==> src/rtl/sat_updown_counter_pkg.sv <==
// Shared constants, types and helpers for the saturating up/down counter.
// Holds the default operand width, signed range helpers for an arbitrary
// width, and the decoded per-edge operation type used by the top.

package sat_updown_counter_pkg;

   localparam int DEFAULT_WIDTH = 8;

   // Operation chosen for the coming edge once the input priority is resolved.
   typedef enum logic [1:0] {
      OP_HOLD = 2'd0,
      OP_LOAD = 2'd1,
      OP_ADD  = 2'd2,
      OP_SUB  = 2'd3
   } op_e;

   // Largest value representable in a two's-complement number of 'width' bits.
   function automatic longint signed_max(input int width);
      return (longint'(1) <<< (width - 1)) - longint'(1);
   endfunction

   // Smallest value representable in a two's-complement number of 'width' bits.
   function automatic longint signed_min(input int width);
      return -(longint'(1) <<< (width - 1));
   endfunction

endpackage

==> src/rtl/sat_addsub.sv <==
// Combinational signed add/subtract with overflow detection.
// The sum is formed one bit wider than the operands, so every result
// (including q - (-2^(WIDTH-1))) is exact and overflow is simply the top
// two bits of the wide result disagreeing.
// Build option: define SAT_UPDOWN_COUNTER_SAT_EN to clamp overflowing results
// to the signed limits; leave it undefined to wrap to the low WIDTH bits.

module sat_addsub
   import sat_updown_counter_pkg::*;
#(
   parameter int WIDTH = DEFAULT_WIDTH
) (
   input  logic signed [WIDTH-1:0] q,
   input  logic signed [WIDTH-1:0] b,
   input  logic                    sub,
   output logic signed [WIDTH-1:0] result,
   output logic                    overflow
);

   localparam logic signed [WIDTH-1:0] MAX_VAL = WIDTH'(signed_max(WIDTH));
   localparam logic signed [WIDTH-1:0] MIN_VAL = WIDTH'(signed_min(WIDTH));

   logic signed [WIDTH:0] q_ext;
   logic signed [WIDTH:0] b_ext;
   logic signed [WIDTH:0] sum;

   // Sign-extend, add or subtract at WIDTH+1 bits, then clamp or wrap the result.
   always_comb begin
      q_ext    = {q[WIDTH-1], q};
      b_ext    = {b[WIDTH-1], b};
      sum      = sub ? (q_ext - b_ext) : (q_ext + b_ext);
      overflow = (sum[WIDTH] != sum[WIDTH-1]);
`ifdef SAT_UPDOWN_COUNTER_SAT_EN
      if (overflow) begin
         result = sum[WIDTH] ? MIN_VAL : MAX_VAL;
      end else begin
         result = sum[WIDTH-1:0];
      end
`else
      result = sum[WIDTH-1:0];
`endif
   end

endmodule

==> src/rtl/sat_updown_counter.sv <==
// Signed up/down counter with load, one-cycle overflow pulse and a sticky
// overflow flag. Reset is synchronous and active-low. The arithmetic and
// the clamp/wrap choice (macro SAT_UPDOWN_COUNTER_SAT_EN) live in sat_addsub;
// this level resolves input priority and owns all registers, so every output
// is registered and there is no combinational path from inputs to outputs.

module sat_updown_counter
   import sat_updown_counter_pkg::*;
#(
   parameter int WIDTH   = DEFAULT_WIDTH,
   parameter int RST_VAL = 0
) (
   input  logic                    clk,
   input  logic                    rst,
   input  logic signed [WIDTH-1:0] a,
   input  logic signed [WIDTH-1:0] b,
   input  logic                    ld,
   input  logic                    up,
   input  logic                    dn,
   input  logic                    clr,
   output logic signed [WIDTH-1:0] q,
   output logic                    ovf,
   output logic                    ovf_sticky
);

   localparam logic signed [WIDTH-1:0] RST_Q = WIDTH'(RST_VAL);

   op_e                    op;
   logic                   do_sub;
   logic signed [WIDTH-1:0] step_result;
   logic                   step_ovf;
   logic                   update_ovf;

   // Resolve ld > (up and dn together) > up > dn > hold into one operation.
   always_comb begin
      op = OP_HOLD;
      if (ld) begin
         op = OP_LOAD;
      end else if (up && dn) begin
         op = OP_HOLD;
      end else if (up) begin
         op = OP_ADD;
      end else if (dn) begin
         op = OP_SUB;
      end
   end

   // Overflow only counts when an arithmetic step is actually taken.
   always_comb begin
      do_sub     = (op == OP_SUB);
      update_ovf = ((op == OP_ADD) || (op == OP_SUB)) && step_ovf;
   end

   sat_addsub #(
      .WIDTH (WIDTH)
   ) u_addsub (
      .q        (q),
      .b        (b),
      .sub      (do_sub),
      .result   (step_result),
      .overflow (step_ovf)
   );

   // Count register and overflow flags; a set of the sticky flag beats clr.
   always_ff @(posedge clk) begin
      if (!rst) begin
         q          <= RST_Q;
         ovf        <= 1'b0;
         ovf_sticky <= 1'b0;
      end else begin
         case (op)
            OP_LOAD:         q <= a;
            OP_ADD, OP_SUB:  q <= step_result;
            default:         q <= q;
         endcase
         ovf <= update_ovf;
         if (update_ovf) begin
            ovf_sticky <= 1'b1;
         end else if (clr) begin
            ovf_sticky <= 1'b0;
         end
      end
   end

endmodule
==> config.mk <==
export PLATFORM = sky130hd
export DESIGN_NAME = sat_updown_counter
export DESIGN_NICKNAME = d
export VERILOG_FILES = /design/src/rtl/sat_updown_counter_pkg.sv /design/src/rtl/sat_addsub.sv /design/src/rtl/sat_updown_counter.sv
export SDC_FILE = /design/constraint.sdc
export NUM_CORES = 1
export LEC_CHECK = 0
export ABC_AREA = 1
export CAP_MARGIN = 20
export CORE_MARGIN = 1
export CORE_UTILIZATION = 44
export CTS_BUF_LIST = sky130_fd_sc_hd__clkbuf_4
export DETAILED_ROUTE_END_ITERATION = 7
export PLACE_DENSITY = 0.85
export RECOVER_POWER = 25
export SYNTH_ARGS = -nofsm -noshare
export SYNTH_HDL_FRONTEND = slang
export SYNTH_SLANG_ARGS = --single-unit
==> constraint.sdc <==
create_clock -name clk -period 3.1 [get_ports clk]
set_clock_uncertainty 0.15 [all_clocks]
set_input_delay 0.62 -clock clk [delete_from_list [all_inputs] [get_ports clk]]
set_output_delay 0.62 -clock clk [all_outputs]
set_load 0.02 [all_outputs]
==> results.cfg, run 1 <==
[pwr]
power_frac_seq_pct = 25.0
p_switching_mw = 0.257
peakVddDrop_mv = 0.370
p_leak_nw = 0.820
switching_share_pct = 40.5
power_frac_comb_pct = 61.9
p_int_mw = 0.378
p_clk_share_pct = 13.1
p_per_area_mw_per_mm2 = 390

[worst_hold_path]
min_path_type = reg2reg
worstHoldStart = ovf_sticky$_SDFFE_PN0P_

[grt]
first_global_vias = 1202
grt_overflow = 0
grt_pass1_wl_um = 5050
track_usage_pct = 25.8
grt_max_degree = 12
antenna_found_initial = 0

[sta]
holdWs_ns = 0.321
maxSlewHeadroom_pct = 74.6
tightest_slew_ns = 0.377
timing.fmax_mhz = 334
setup_viol = 0
timing.final.crit_period_ns = 2.99
worst_slack_ns = 0.108
finalHoldViolations = 0
fin_crit_sh_pct = 96.5
final_max_slew_viol_count = 0

[placement]
port_buffers = 31
dpl_cell_area_mm2 = 0.00153
dpl_worst_slack_ns = -0.446
dp_hpwl_um = 2260
finalWeightedCongestion = 0.835

[worst_setup_path]
rr_startpoint = q[0]$_SDFFE_PN0P_
timing.critical_path.required_ns = 3.10
cp.arrival_ns = 2.99
cp-startpoint = b[1]
critPathLaunchType = primary input
crit_type = in2reg
endpoint_kind = flip-flop
critPathMaxFanout = 3

[yosys]
synthesis.area_mm2 = 0.00105
syn_nets = 188
synth_warnings = 0
synth_cells = 155
synth_area_per_cell_um2 = 6.76
ys_types = 27
ys_seq_area_share_pct = 19.1
synth_seq_cells = 10

[floorplan]
die_area_mm2 = 0.00258
die_h_um = 50.8
boundaryPins = 32
coreArea_mm2 = 0.00223
die_w_um = 50.8
rows = 17
start_util_pct = 46.9

[clocking]
clkLatencyLatePin_ns = 0.26
cts_buffers = 3
tritoncts = built
ctsHoldBuffers = 0
clock_sinks = 10
clk_path_buf_depth = 2
cts-root-buf = clkbuf_4
htree_levels = 1
path_clk_slew_ns = 0.05

[final_layout]
area_growth_pct = 55.8
final_area_mm2 = 0.00163
drive_gt1_share_pct = 23.3
multiInputGateArea_um2 = 812
seq_area_um2 = 200
diodes = 0
nets = 245
fill_cells = 173

[flow_run]
max-cap-violations = 0

[detailed_routing]
drc = 0
ant_nets = 0
wl_per_cell_um = 12.6
viasPerCell = 5.21
drtIter0Drc = 30
via_count = 1240
drt-total-wl_um = 2990
dr.pass1.iters = 4

[status]
status = finished, final reports clean
-- cells in the final DEF (no fill, tap or decap), types with 2 or more instances in the layout --
cell,Yosys,routed
clkdlybuf4s50_1,0,25
clkbuf_4,0,3
nor2_4,2,2
a21o_1,2,2
dfxtp_1,10,10
a21oi_2,0,2
ha_4,0,2
inv_1,21,19
inv_2,0,2
a21oi_1,14,12
a31oi_1,2,2
nand3_2,3,4
or2_2,2,2
xnor2_1,4,4
o21ai_0,14,13
nand2_2,1,4
nor2_1,9,8
nand3_1,10,9
dlygate4sd3_1,0,4
xor2_1,6,6
nand2_1,34,31
buf_4,0,22
ha_1,10,8
-- path summary, 6_finish.rpt --
path                                                end  cells past startpoint  slack [ns]
worst max-delay path            ovf_sticky$_SDFFE_PN0P_                     16        0.11
worst min-delay path            ovf_sticky$_SDFFE_PN0P_                      2        0.32
worst max register to register  ovf_sticky$_SDFFE_PN0P_                     14        1.19
worst min register to register  ovf_sticky$_SDFFE_PN0P_                      2        0.32
-- power by group through the flow --
stage / combinational (mW) / clock [mW] / sequential, mW
2_1_floorplan: 0.191 / 0 / 0.175
3_3_place_gp: 0.342 / 0 / 0.159
3_5_place_dp: 0.353 / 0 / 0.160
4_1_cts: 0.369 / 0.0870 / 0.157
5_1_grt: 0.433 / 0.0920 / 0.160
6_report: 0.393 / 0.0835 / 0.159
-- timing repair --
| item | in CTS | in global routing |
|---|---|---|
| endpoints found under the setup margin | 5 | 6 |
| buffers inserted | 1 | 2 |
| gates resized for setup | 7 | 9 |
| pin swaps | 6 | 6 |
-- worst max-delay path, cell delays in order --
cell,delay [ns]
clkdlybuf4s50_1,0.44
inv_1,0.09
ha_1,0.16
inv_1,0.05
o31ai_1,0.24
xnor2_1,0.16
inv_1,0.06
ha_1,0.28
a21o_1,0.19
a21oi_2,0.21
buf_4,0.14
nand3_1,0.07
nand2_1,0.09
nand2_1,0.07
nand3_2,0.07
nand2_1,0.05
-- sequential cells by signal, summed over array words and instances (netlist names) --
signal,flops
ovf,1
ovf_sticky,1
q,8
-- synth_stat cells, drive strengths merged --
cell type | number | area, µm²
xnor2 | 4 | 35.0
o21bai | 1 | 7.51
a31oi | 2 | 12.5
a21o | 2 | 15.0
nor2 | 12 | 76.3
a41oi | 1 | 8.76
nor3 | 1 | 5.00
or2 | 2 | 12.5
inv | 22 | 85.1
o31ai | 1 | 7.51
buf | 1 | 5.00
o21ai | 14 | 70.1
nand3b | 1 | 7.51
ha | 10 | 125
nand3 | 13 | 80.1
a21oi | 14 | 70.1
nand2 | 36 | 145
xor2 | 6 | 52.6
fa | 1 | 20.0
nand4 | 1 | 6.26
dfxtp | 10 | 200
-- metrics by stage --
step                TNS [ns]  util [%]  power [mW]  instances
floorplan                  0         -       0.366        155
global placement       -1.77      68.5       0.502        232
detailed placement     -2.44      68.5       0.513        232
CTS                        0      70.9       0.613        236
global route         -0.0586      73.1       0.686        238
finish                     0      73.1       0.636        238
-- layer usage --
layer  global-route usage (%)  part of all wire, %  vias up  wire length [µm]
met5                        0                    0        -                 0
met3                     2.12                  5.2       12               156
met4                     11.1                  2.7        0                82
met2                     46.9                   49       51              1480
li1                         -                    -      628                 -
met1                     30.5                   43      549              1280
-- cells by family (layout without fill, tap and decap cells) --
logic type / Yosys count / after routing / synth area share, %
fa+ha+maj: 11 / 11 / 13.9
flops: 10 / 10 / 19.1
xor+xnor: 10 / 10 / 8.36
compound gates: 35 / 35 / 18.3
simple gates: 66 / 66 / 31.8
buf+inv: 23 / 78 / 8.60
-- layout make-up --
cell class / count / area share, %
multi-input combinational: 122 / 49.8
inverter: 22 / 5.21
timing repair buffer: 53 / 29.2
clock buffer: 3 / 1.38
tap: 28 / 2.15
sequential: 10 / 12.3
(Power assumes the default switching activity.)
==> inputs of run 2 (changes only) <==
--- a/config.mk
+++ b/config.mk
@@ -6,12 +6,15 @@
 export NUM_CORES = 1
 export LEC_CHECK = 0
 export ABC_AREA = 1
+export ABC_CLOCK_PERIOD_IN_PS = 3100
 export CAP_MARGIN = 20
+export CELL_PAD_IN_SITES_DETAIL_PLACEMENT = 1
+export CELL_PAD_IN_SITES_GLOBAL_PLACEMENT = 1
 export CORE_MARGIN = 1
-export CORE_UTILIZATION = 44
+export CORE_UTILIZATION = 30
 export CTS_BUF_LIST = sky130_fd_sc_hd__clkbuf_4
 export DETAILED_ROUTE_END_ITERATION = 7
-export PLACE_DENSITY = 0.85
+export PLACE_DENSITY = 0.84
 export RECOVER_POWER = 25
 export SYNTH_ARGS = -nofsm -noshare
 export SYNTH_HDL_FRONTEND = slang
==> results.cfg, run 2 (same netlist as run 1, synthesis figures left out) <==
[worst_hold_path]
min_path_type = reg2reg
hold_depth = 2
hold_end = ovf_sticky$_SDFFE_PN0P_
worstHoldStart = ovf_sticky$_SDFFE_PN0P_

[grt]
first_global_vias = 1269
antenna_found_initial = 0
grt_overflow = 0
grt_max_degree = 12
track_usage_pct = 19.9
grt_pass1_wl_um = 5540

[worst_setup_path]
cp.buffers_inverters = 2
critPathLaunchType = primary input
critPathTopFamily = simple AND/OR/NAND/NOR gates
reg2regPathDepth = 14
cp.arrival_ns = 2.96
cp_slowest_cell = clkdlybuf4s50_1
slowest_delay_ns = 0.50
crit_type = in2reg
timing.critical_path.required_ns = 3.12
rr_startpoint = q[0]$_SDFFE_PN0P_
critPathMaxFanout = 4
timing.rr.end = ovf_sticky$_SDFFE_PN0P_
endpoint_kind = flip-flop
cp.depth = 14
timing.critical_path.mode_cell = nand2_1
cp_cell_sequence = clkdlybuf4s50_1 > nor3_2 > a41oi_1 > xnor2_1 > ha_1 > a21o_1 > nor2_1 > nand2_2 > inv_2 > nand3_2 > nand2_1 > nand2_1 > nand3_2 > nand2_1
r2r_slack_ns = 1.13

[flow_run]
max-cap-violations = 0

[floorplan]
rows = 21
boundaryPins = 32
coreArea_mm2 = 0.00334
die_h_um = 61.1
die_w_um = 61.1
die_area_mm2 = 0.00373
start_util_pct = 31.4

[detailed_routing]
ant_nets = 0
wl_per_cell_um = 14.1
viasPerCell = 4.85
drc = 0
via_count = 1256
drtIter0Drc = 21
dr.pass1.iters = 4
drt-total-wl_um = 3660

[clocking]
clkLatencyLatePin_ns = 0.26
path_clk_slew_ns = 0.07
htree_levels = 1
clk_path_buf_depth = 2
clock_sinks = 10
tritoncts = built
cts-root-buf = clkbuf_4
cts_buffers = 3
ctsHoldBuffers = 0

[status]
status = finished, final reports clean

[sta]
finalHoldViolations = 0
tightest_slew_ns = 0.518
worst_slack_ns = 0.160
setup_viol = 0
fin_crit_sh_pct = 94.8
final_max_slew_viol_count = 0
timing.fmax_mhz = 340
maxSlewHeadroom_pct = 65.1
timing.final.crit_period_ns = 2.94

[placement]
port_buffers = 31
finalWeightedCongestion = 0.848
dp_hpwl_um = 2840
dpl_worst_slack_ns = -0.521
dpl_cell_area_mm2 = 0.00158

[pwr]
peakVddDrop_mv = 0.324
p_leak_nw = 0.845
p_per_area_mw_per_mm2 = 396

[final_layout]
final_area_mm2 = 0.00172
area_growth_pct = 64.4
reg_top3 = q (8), ovf (1), ovf_sticky (1)
regMostFlops = q
final_common_cell = nand2_1
diodes = 0
most-common-layout-cells = nand2_1, buf_4, clkdlybuf4s50_1
drive_gt1_share_pct = 28.2
nets = 248
largest_reg_flops = 8
## run 2: changes by cell type in the layout (fill, tap and decap cells not counted), sizes merged
cell	change
buf	+3
clkbuf	+2
clkdlybuf4s50	-2
## run 2: timing repair
item / CTS / global route
buffers inserted: 3 / 1
pin swaps: 9 / 11
endpoints found under the setup margin: 6 / 5
resized for setup: 7 / 24
## run 2: final cells by class
cell class / count / area, µm²
timing repair buffer: 56 / 502
clock buffer: 3 / 22.5
inverter: 22 / 85.1
sequential: 10 / 200
fill: 448 / 1620
multi-input combinational: 122 / 855
tap: 46 / 57.6
## run 2: power by group
part	switching [mW]	internal, mW	total (mW)
clock network	0.0444	0.0448	0.0892
logic	0.228	0.205	0.433
registers	0.0158	0.144	0.159
## run 2: routing by layer
layer	vias to the layer above	track usage, %	wire (µm)
met5	-	0	0
met1	585	23.9	1550
met4	0	8.77	113
met2	32	35.9	1860
li1	627	-	-
met3	12	1.68	130
## run 2: metrics by stage
step                utilization, %  setup TNS (ns)  cells  power (mW)  hold WS [ns]
finish                        51.6               0    259       0.681         0.329
detailed placement            47.4           -3.09    252       0.534         0.320
global placement              47.4           -2.33    252       0.511         0.305
floorplan                        -               0    155       0.366         0.394
CTS                           49.2               0    258       0.639         0.333
global route                  51.6         -0.0144    259       0.732         0.356
## run 2: worst register-to-register path, delay by kind of cell, from the launching register on
kind / cells / cell delay, ns
AND/OR/NAND/NOR: 9 / 0.68
flip-flops: 1 / 0.32
buffers and inverters: 3 / 0.18
adder cells (fa/ha/maj): 2 / 0.55
## run 2: how the worst max path moves through the flow
| stage | startpoint | to |
|---|---|---|
| 4_1_cts | up | q[6]$_SDFFE_PN0P_ |
| 3_3_place_gp | up | ovf_sticky$_SDFFE_PN0P_ |
| 6_report | b[2] | ovf_sticky$_SDFFE_PN0P_ |
| 2_1_floorplan | up | q[7]$_SDFFE_PN0P_ |
| 3_5_place_dp | up | q[6]$_SDFFE_PN0P_ |
| 5_1_grt | b[0] | ovf_sticky$_SDFFE_PN0P_ |
